[src/rtl/mux_arb_8to1_32bit.sv]
// Eight-requester arbiter sharing one 8-to-1 mux into a registered valid/ready output stage.
// Define MUX_ARB_FIXED_PRIO_EN for fixed priority (ch0 highest) instead of round-robin.
module mux_arb_8to1_32bit #(
  parameter int DATA_WIDTH = 32
) (
  input  logic                    i_clk,
  input  logic                    i_rst_n,
  input  logic [8*DATA_WIDTH-1:0] i_data,
  input  logic [7:0]              i_valid,
  output logic [7:0]              o_ready,
  output logic [DATA_WIDTH-1:0]   o_data,
  output logic [2:0]              o_sel,
  output logic                    o_valid,
  input  logic                    i_ready
);

  typedef enum logic {
    EMPTY = 1'b0,
    FULL  = 1'b1
  } state_t;

  state_t          state;
  logic [2:0]      ptr;
  logic [2:0]      grant;
  logic            found;
  logic            ld;
  logic            xfer;
  logic [2:0]      idx;
  logic [DATA_WIDTH-1:0] mux_data;

`ifdef MUX_ARB_FIXED_PRIO_EN
  assign ptr = 3'd0;
`else
  logic [2:0] ptr_q;
  assign ptr = ptr_q;
`endif

  assign o_valid = (state == FULL);
  assign ld      = ~o_valid | i_ready;

  // First valid channel at or after the pointer, wrapping 7 -> 0.
  always_comb begin
    found = 1'b0;
    grant = 3'd0;
    idx   = 3'd0;
    for (int i = 0; i < 8; i++) begin
      idx = ptr + i[2:0];
      if (!found && i_valid[idx]) begin
        found = 1'b1;
        grant = idx;
      end
    end
  end

  assign xfer = found & ld & i_rst_n;

  always_comb begin
    o_ready = 8'h00;
    if (xfer)
      o_ready[grant] = 1'b1;
  end

  // Only the granted slice feeds the register; other lanes never propagate.
  assign mux_data = i_data[int'(grant)*DATA_WIDTH +: DATA_WIDTH];

  always_ff @(posedge i_clk or negedge i_rst_n) begin
    if (!i_rst_n) begin
      state  <= EMPTY;
      o_data <= '0;
      o_sel  <= 3'd0;
    end else begin
      unique case (state)
        EMPTY: begin
          if (xfer) begin
            state  <= FULL;
            o_data <= mux_data;
            o_sel  <= grant;
          end
        end
        FULL: begin
          if (xfer) begin
            o_data <= mux_data;
            o_sel  <= grant;
          end else if (i_ready) begin
            state <= EMPTY;
          end
        end
        default: state <= EMPTY;
      endcase
    end
  end

`ifndef MUX_ARB_FIXED_PRIO_EN
  always_ff @(posedge i_clk or negedge i_rst_n) begin
    if (!i_rst_n)
      ptr_q <= 3'd0;
    else if (xfer)
      ptr_q <= grant + 3'd1;
  end
`endif

endmodule

[config.mk]
export PLATFORM = sky130hd
export DESIGN_NAME = mux_arb_8to1_32bit
export DESIGN_NICKNAME = d
export VERILOG_FILES = /design/src/rtl/mux_arb_8to1_32bit.sv
export SDC_FILE = /design/constraint.sdc
export NUM_CORES = 1
export LEC_CHECK = 0
export CORE_AREA = 3 3 121 123
export CTS_BUF_LIST = sky130_fd_sc_hd__clkbuf_8
export DETAILED_ROUTE_END_ITERATION = 6
export DIE_AREA = 0 0 124 126
export GPL_TIMING_DRIVEN = 0
export PLACE_DENSITY = 0.87
export SLEW_MARGIN = 20
export SYNTH_ARGS = -nofsm -noshare
export SYNTH_HDL_FRONTEND = slang
export SYNTH_SLANG_ARGS = --single-unit
[constraint.sdc]
create_clock -name i_clk -period 5.2 [get_ports i_clk]
set_input_delay 1.3 -clock i_clk [delete_from_list [all_inputs] [get_ports i_clk]]
set_output_delay 1.3 -clock i_clk [all_outputs]
set_load 0.01 [all_outputs]
After elaboration in Yosys (flattened, before gate mapping)
Index checks and enable logic that the tools add are counted.
{"block": "classes", "mux": 41, "reduce_logical": 15, "addsub": 8, "magnitude_cmp": 10, "shifts": 1, "n_bitwise": 4}
{"cell": "$shiftx A256 B9 Y32", "count": 1}
{"cell": "$lt A3 B4 Y1 const B", "count": 9}
{"cell": "$mux W32", "count": 1}
{"cell": "$mux W3", "count": 9}
{"cell": "$bmux W1 S3", "count": 8}
{"cell": "$mux W1", "count": 20}
{"cell": "$add A3 B3 Y3 const B", "count": 4}
{"cell": "$logic_and A1 B1 Y1", "count": 8}
{"cell": "$mux W8", "count": 1}
{"cell": "$logic_not A1 Y1", "count": 7}
{"cell": "$add A3 B1 Y3 const B", "count": 2}
{"cell": "$add A3 B2 Y3 const B", "count": 2}
{"cell": "$demux W1 S3", "count": 1}
{"cell": "$ge A3 B1 Y1 const B", "count": 1}
{"cell": "$and A1 B1 Y1", "count": 2}
{"cell": "$pmux W1 S2", "count": 1}
{"cell": "$not A1 Y1", "count": 1}
{"cell": "$or A1 B1 Y1", "count": 1}
{"block": "word_totals", "in_bits": 267, "word_cells": 83, "register_bits": 39}

Logic depth before layout (Yosys ltp)
Gate-level depths: netlist of the first run.
{"block": "logic_depth", "word_depth": 29, "ltp_mapped": 18, "depth_no_buf": 11}

Least setup slack after synthesis of the first run
Ideal clock, no wire load.
{"block": "synth_path", "path_type": "input to output", "from": "in i_valid[7]", "to": "out o_ready[3]", "cell_stages": 9, "path_slack_ns": 0.260, "arrival_ns": 3.640, "cell_sequence": "mux4_2 a221oi_2 a32oi_2 nor4b_1 o22ai_1 buf_2 buf_6 or3b_1 nor3b_1"}
{"block": "synth_via", "elab_chain_cells": 29}
{"element": "from (decl)", "line_no": "9", "text": "input logic [7:0] i_valid,"}
{"element": "$bmux W1 S3", "line_no": "48", "text": "if (!found && i_valid[idx]) begin"}
{"element": "$mux W1 (not written as such)", "line_no": "48"}
{"element": "$mux W1", "line_no": "48"}
{"element": "$logic_not A1 Y1", "line_no": "48"}
{"element": "$logic_and A1 B1 Y1", "line_no": "48"}
{"element": "$mux W1", "line_no": "48"}
{"element": "$logic_not A1 Y1", "line_no": "48"}
{"element": "$logic_and A1 B1 Y1", "line_no": "48"}
{"element": "(+13 left out)"}
{"element": "$logic_not A1 Y1", "line_no": "48"}
{"element": "$logic_and A1 B1 Y1", "line_no": "48"}
{"element": "$mux W3", "line_no": "48"}
{"element": "$lt A3 B4 Y1 (not written as such) / $ge A3 B1 Y1 (equally long branches)", "line_no": "60", "text": "o_ready[grant] = 1'b1;"}
{"element": "$logic_and A1 B1 Y1 (not written as such)", "line_no": "60"}
{"element": "$mux W1 (not written as such)", "line_no": "60"}
{"element": "$demux W1 S3", "line_no": "60"}
{"element": "$mux W8 *", "line_no": "59", "text": "if (xfer)"}
{"element": "to (decl)", "line_no": "10", "text": "output logic [7:0] o_ready,"}
Mark *: on every way between the ends. The rest lies on a longest branch, timed or not. The select of a mux whose other input is x is not followed.

Worst setup path in the final report of the first run
{"block": "layout_path", "from": "in i_valid[7]", "to": "out o_ready[4]"}
Same word-level chain as after synthesis.

==> key figures, run 1 <==
STA
  – Post-Route Skew: 0.00375 ns
  – Min Tclk post-route: 5.16 ns
  – Setup repair after global routing missed its margin: yes
  – Share of the clock period used by the worst path after layout: 0.992
  – Slew at the pin closest to its max-slew limit: 0.677 ns
  – Final hold violation count: 0
  – Endpoints failing setup: 0
  – Max-slew violations: 0
  – Accumulated negative setup slack: 0 ns
  – Peak Freq: 194 MHz
  – Slew HR: 0.545

Drt
  – DR WL/cell: 20.0 um
  – ANT nets after route: 0
  – Drt pass-1 iters: 4
  – DRC violations left: 0
  – Mean number of vias per cell: 5.19
  – Total wirelength of the detailed-routed design: 20500 um
  – Number of design-rule violations left by the first detailed-router iteration: 218
  – Overall via count from detail_route: 5330

Synthesis
  – Post-Syn Instances: 500
  – Flip-flop and latch count after synthesis: 39
  – Area share of and/or/nand/nor cells after synthesis: 0.0818
  – Post-synthesis cell area: 4960 sq um
  – Share of the yosys chip area belonging to registers: 0.197
  – Syn_area_per_cell: 9.91 sq um
  – Commonest register cell after synthesis: sky130_fd_sc_hd__dfrtp_1
  – Post-synthesis share of cell area spent on xor and xnor gates: 0.00884
  – EDFF count, synth: 0
  – Number of distinct library cells after synthesis: 48
  – Synthesized-area fraction occupied by ao, oa, aoi and oai cells: 0.0757
  – Area share of fa/ha/maj cells after synthesis: 0.00505
  – Largest family of logic cells by synthesized area: multiplexers
  – Mux share of post-synthesis cell area: 0.563
  – Async S/R FF share, synth: 1.00
  – Synth Warn #: 0
  – Net Count, Synth: 769

Floorplanning
  – Floorplan core area: 13800 sq um
  – Number of core rows: 43
  – Initial Utilization: 0.360
  – Die area: 15600 sq um
  – Number of top-level pins: 311
  – Overall die height: 126 um
  – Die extent in x: 124 um

Place
  – Total cell area at the placement stage: 8310 sq um
  – Port bufs: 310
  – Gp weighted congestion: 0.892
  – Hpwl dp: 16400 um

GRT
  – Global-route wire length before repair: 30100 um
  – Global-route track usage on met2: 0.450
  – Vias in the first global route: 5584
  – Global Route met3 Usage: 0.0557
  – Most used routing layer in global routing: met2
  – Pin count of the biggest net entering global routing: 22
  – Combined global-route utilization of all metal layers: 0.251
  – Met1 global-route usage: 0.301
  – Overflow after GRT: 0
  – Number of antenna violations at the first check in global routing: 1

Worst setup path
  – Required time of the critical path: 3.90 ns
  – Data arrival time of the critical path: 3.86 ns
  – Sum of buffers and inverters on the critical path: 4
  – Critical Path End Type: primary output
  – Cell type with the highest occurrence count on the critical path: sky130_fd_sc_hd__buf_12
  – Slowest Stage Delay on Critical Path: 0.48 ns
  – Kind of cell with the highest combined delay on the critical path: simple AND/OR/NAND/NOR gates
  – Cell chain of the critical path: buf_12, mux4_2, a221oi_4, a32oi_4, or2_4, or3b_4, a31oi_4, buf_6, buf_12, nand2b_1, nor2_1, buf_2
  – Worst path slowest cell: sky130_fd_sc_hd__mux4_2
  – R2r setup slk: 1.11 ns
  – CP Class: input pin to primary output
  – Setup crit start kind: input pin
  – Largest driver fanout on the critical path: 6

Hold path
  – Worst Hold Class: flip-flop to flip-flop

Clocking
  – CTS max path bufs: 2
  – Number of H-tree levels: 2
  – Number of clock sinks: 39
  – Library cell used as clock root buffer: sky130_fd_sc_hd__clkbuf_8
  – Clk slew on worst S/H paths: 0.08 ns
  – Number of buffers inserted for hold repair after clock tree synthesis: 0
  – Clock tree from TritonCTS: done
  – CTS buffer count: 5
  – Clock network latency to the later pin of the worst-skew pair: 0.29 ns

Cells and area
  – Final cell utilization of the core: 0.640
  – Final #Nets: 1113
  – Post-route cell area: 8810 sq um
  – Synth-to-layout area growth: 77.7%
  – FF+latch area: 976 sq um
  – Total area of multi-input combinational cells: 3820 sq um
  – Fraction of layout cells with a size suffix above 1: 0.161
  – Filler cell count: 1176
  – Leading cell type in the layout, fill and taps excluded: sky130_fd_sc_hd__clkdlybuf4s50_1
  – Commonest cells after routing, fill and taps aside: 293 x sky130_fd_sc_hd__clkdlybuf4s50_1, 228 x sky130_fd_sc_hd__mux2i_1, 45 x sky130_fd_sc_hd__nor2_1, 39 x sky130_fd_sc_hd__a21oi_1, 39 x sky130_fd_sc_hd__dfrtp_1

Power and ir drop
  – Power Density: 898 nW/um^2
  – Maximum VDD drop: 0.399 mV
  – LEAKAGE: 3.86 nW

Job
  – Reported max-cap violation count: 0

Run status
  – Outcome: finished clean
## cells by family (layout without fill, tap and decap cells)
kind of cell	after synthesis	after routing
mux	256	256
simple gates	86	86
compound gates	62	62
buf+inv	50	395
flops	39	39
xor+xnor	5	5
fa+ha+maj	2	2
other cells	0	1
## what timing repair did
| action | CTS | global route |
|---|---|---|
| hold endpoints to repair | 0 | 0 |
| pin swaps | 5 | 12 |
| resized for setup | 97 | 46 |
| endpoints found under the setup margin | 8 | 8 |
| buffers inserted | 15 | 14 |
## per-stage QoR
step	hold slack (ns)	setup WS (ns)	total power, mW	std cells
2_1_floorplan	0.531	0.260	5.34	500
3_5_place_dp	0.499	-1.17	7.05	991
5_1_grt	0.533	-0.0404	8.45	1026
3_3_place_gp	0.474	-1.36	7.00	990
6_report	0.518	0.0424	7.91	1026
4_1_cts	0.517	-0.0734	7.66	1013
## cells in the mapped netlist, types with 4 or more instances
cell / count / area, sq um
sky130_fd_sc_hd__mux2i_1: 230 / 2300
sky130_fd_sc_hd__nor2_1: 45 / 169
sky130_fd_sc_hd__a21oi_1: 39 / 195
sky130_fd_sc_hd__dfrtp_1: 39 / 976
sky130_fd_sc_hd__buf_6: 16 / 180
sky130_fd_sc_hd__mux4_2: 16 / 360
sky130_fd_sc_hd__buf_2: 13 / 65.1
sky130_fd_sc_hd__nand2_1: 13 / 48.8
sky130_fd_sc_hd__clkbuf_1: 10 / 37.5
sky130_fd_sc_hd__inv_1: 6 / 22.5
sky130_fd_sc_hd__o21ai_0: 6 / 30.0
sky130_fd_sc_hd__mux2_2: 5 / 56.3
sky130_fd_sc_hd__buf_4: 4 / 30.0
sky130_fd_sc_hd__nor2b_1: 4 / 25.0
sky130_fd_sc_hd__nor3_1: 4 / 20.0
sky130_fd_sc_hd__nor3b_1: 4 / 30.0
## area by class of cell
cell class	instances	share of cell area
well taps	180	0.0256
multi-input cells	411	0.433
plain buffers	40	0.0406
clock inverters	3	0.00142
inverters	7	0.00398
repair buffers	340	0.376
diodes	1	0.000284
clock buffers	5	0.00781
flip-flops and latches	39	0.111
## sequential cells by signal (all words and copies together) (netlist names)
signal   count
o_valid      1
o_sel        3
o_data      32
ptr          3
## worst paths after layout
check | endpoint | from | cells after the start
max in group asynchronous | o_data[26] | i_rst_n | 2
hold / removal | o_sel[1] | o_sel[1] | 1
min in group asynchronous | o_data[18] | i_rst_n | 1
setup reg to reg | o_data[23] | ptr[0] | 18
hold reg to reg | o_sel[1] | o_sel[1] | 1
setup / recovery | o_ready[4] | i_valid[7] | 12
## metal layers
layer	share of wire	wire length (um)
met5	0	0
met4	0.023	473
met3	0.065	1330
met2	0.52	10800
met1	0.39	7950
## power breakdown
group          total, mW  internal, mW  switching (mW)
sequential         0.547         0.462          0.0845
clock              0.202        0.0905           0.111
combinational       7.16          3.60            3.56
Power figures use the tool's default switching activity.
==> run 2: changes to the inputs <==
Settings changed: CORE_AREA 3 3 121 123 to 2 2 122 124, DONT_BUFFER_PORTS set to 1, PLACE_DENSITY 0.87 to 0.57.
==> key figures, run 2 (synthesis gave the netlist of run 1 again) <==
Worst setup path
  – Largest driver fanout on the critical path: 10 (+4)
  – Setup crit start kind: flip-flop
  – CP Class: flip-flop to primary output
  – Data arrival time of the critical path: 3.74 ns (-0.12 ns)
  – Critical Path End Type: primary output
  – Required time of the critical path: 3.90 ns (about the same)

Clocking
  – CTS buffer count: 5 (unchanged)
  – CTS max path bufs: 2 (unchanged)
  – Clock tree from TritonCTS: done
  – Number of buffers inserted for hold repair after clock tree synthesis: 0 (unchanged)
  – Number of H-tree levels: 2 (unchanged)
  – Library cell used as clock root buffer: sky130_fd_sc_hd__clkbuf_8
  – Clk slew on worst S/H paths: 0.07 ns (about the same)
  – Clock network latency to the later pin of the worst-skew pair: 0.29 ns (about the same)
  – Number of clock sinks: 39 (unchanged)

Floorplanning
  – Number of top-level pins: 311 (unchanged)
  – Die area: 15600 sq um (unchanged)
  – Initial Utilization: 0.346 (-0.0136)
  – Floorplan core area: 14300 sq um (+3.9%)
  – Overall die height: 126 um (unchanged)
  – Number of core rows: 44 (+2.3%)
  – Die extent in x: 124 um (unchanged)

Place
  – Port bufs: 0 (-100%)
  – Post-placement cell count: 684 (-31%)
  – Hpwl dp: 13600 um (-18%)
  – Pre-CTS setup slack: -0.450 ns (+0.722 ns)
  – Gp weighted congestion: 0.844 (-5.4%)

GRT
  – Pin count of the biggest net entering global routing: 41 (+86%)
  – Global-route wire length before repair: 24600 um (-18%)
  – Combined global-route utilization of all metal layers: 0.211 (-0.0400)
  – Vias in the first global route: 4204 (-25%)
  – Number of antenna violations at the first check in global routing: 0 (-1)
  – Overflow after GRT: 0 (unchanged)

Cells and area
  – Fraction of layout cells with a size suffix above 1: 0.211 (+0.0505)
  – # diodes: 0 (-1)
  – Count of placed standard cells in the final layout, fillers left out: 709 (-31%)
  – Synth-to-layout area growth: 13.9%
  – Max reg flops: 32 (unchanged)
  – Final #Nets: 793 (-29%)
  – Largest Register: o_data
  – Final cell utilization of the core: 0.394 (-0.245)
  – Leading cell type in the layout, fill and taps excluded: sky130_fd_sc_hd__mux2i_1
  – Commonest cells after routing, fill and taps aside: 228 x sky130_fd_sc_hd__mux2i_1, 41 x sky130_fd_sc_hd__nor2_1, 39 x sky130_fd_sc_hd__a21oi_1, 39 x sky130_fd_sc_hd__dfrtp_1, 21 x sky130_fd_sc_hd__buf_4

STA
  – Post-Route Skew: 0.00713 ns (+0.00338 ns)
  – Min Tclk post-route: 5.04 ns (-0.120 ns)
  – Final hold violation count: 0 (unchanged)
  – Share of the clock period used by the worst path after layout: 0.969 (-0.0231)
  – Peak Freq: 199 MHz (+2.4%)
  – Max-slew violations: 0 (unchanged)
  – Slew at the pin closest to its max-slew limit: 0.615 ns (-0.0619 ns)
  – Worst hold slack across all endpoints: 0.572 ns (+0.0538 ns)
  – Endpoints failing setup: 0 (unchanged)
  – Slew HR: 0.590 (+0.0445)
  – Setup repair after global routing missed its margin: yes
  – Post-layout worst setup margin: 0.162 ns (+0.120 ns)

Drt
  – ANT nets after route: 0 (unchanged)
  – Overall via count from detail_route: 4166 (-22%)
  – Total wirelength of the detailed-routed design: 17100 um (-17%)
  – DR WL/cell: 24.1 um (+20%)
  – Number of design-rule violations left by the first detailed-router iteration: 274 (+26%)
  – Mean number of vias per cell: 5.88 (+13%)
  – Drt pass-1 iters: 4 (unchanged)
  – DRC violations left: 0 (unchanged)

Job
  – Reported max-cap violation count: 0 (unchanged)

Run status
  – Outcome: finished clean

Hold path
  – Worst Hold Class: flip-flop to flip-flop
[run 2: cell count changes in the layout (fill, tap and decap cells not counted), moves of 3 or more]
cell | previous run | this run
sky130_fd_sc_hd__buf_6 | 19 | 14
sky130_fd_sc_hd__nor2_2 | 0 | 4
sky130_fd_sc_hd__buf_2 | 22 | 9
sky130_fd_sc_hd__clkdlybuf4s50_1 | 293 | 0
sky130_fd_sc_hd__mux2i_2 | 0 | 3
sky130_fd_sc_hd__buf_4 | 28 | 21
sky130_fd_sc_hd__mux2i_4 | 5 | 2
sky130_fd_sc_hd__nor2_1 | 45 | 41
[run 2: worst max-delay path: stages (launching register included)]
cell and delay [ns]:
sky130_fd_sc_hd__dfrtp_1 0.39, sky130_fd_sc_hd__buf_6 0.13, sky130_fd_sc_hd__buf_12 0.14, sky130_fd_sc_hd__inv_4 0.10, sky130_fd_sc_hd__ha_1 0.25, sky130_fd_sc_hd__buf_6 0.14
sky130_fd_sc_hd__mux2_1 0.34, sky130_fd_sc_hd__a221oi_4 0.32, sky130_fd_sc_hd__a32oi_4 0.19, sky130_fd_sc_hd__nor4b_2 0.31, sky130_fd_sc_hd__o22ai_1 0.13, sky130_fd_sc_hd__buf_4 0.16
sky130_fd_sc_hd__buf_12 0.15, sky130_fd_sc_hd__or3b_4 0.45, sky130_fd_sc_hd__nor3b_4 0.25
[run 2: per-layer routing]
| metal | up-vias | global-route usage | part of all wire |
|---|---|---|---|
| li1 | 1909 | - | - |
| met1 | 2065 | 0.261 | 0.40 |
| met2 | 178 | 0.381 | 0.53 |
| met3 | 14 | 0.0340 | 0.050 |
| met4 | 0 | 0.0489 | 0.016 |
| met5 | - | 0 | 0 |
[run 2: through the flow]
| stage | TNS [ns] | instance area, sq um |
|---|---|---|
| after floorplan | 0 | 4960 |
| after global placement | -2.05 | 5190 |
| after detailed placement | -2.32 | 5190 |
| after CTS | 0 | 5500 |
| after global routing | -0.0161 | 5640 |
| final | 0 | 5640 |
[run 2: area by class of cell]
cell class                      instances  area (sq um)
Fill cell                            1486          8670
Multi-Input combinational cell        411          3780
Sequential cell                        39           976
Buffer                                 42           380
Tap cell                              184           230
Timing Repair Buffer                   18           148
Clock buffer                            7          96.3
Inverter                                7          32.5
Clock inverter                          1          3.75
[run 2: final timing paths]
path / startpoint / to / slack [ns] / cells past startpoint
worst max-delay path: ptr[0] / o_ready[3] / 0.16 / 14
worst min-delay path: o_sel[0] / o_sel[0] / 0.57 / 1
worst max register to register: ptr[0] / o_data[22] / 1.08 / 18
worst min register to register: o_sel[0] / o_sel[0] / 0.57 / 1
max in group asynchronous: i_rst_n / ptr[2] / 4.41 / 0
min in group asynchronous: i_rst_n / o_data[8] / 0.69 / 0
[run 2: repair_timing]
item / in CTS / in global routing
resized for setup: 30 / 21
setup endpoints to repair: 8 / 8
hold endpoints to repair: 0 / 0
buffers inserted: 9 / 9
pin swaps: 6 / 11
Power of run 2 is not shown: default switching activity piles up to over one toggle a cycle in this logic, so the estimate is an artifact.
==> run 3: changes to the inputs <==
Settings changed: CTS_CLUSTER_DIAMETER set to 120.
==> results of run 3 <==
No change in the layout: final DEF, timing and power equal those of run 2.
Power of run 3 is left out for the same reason.
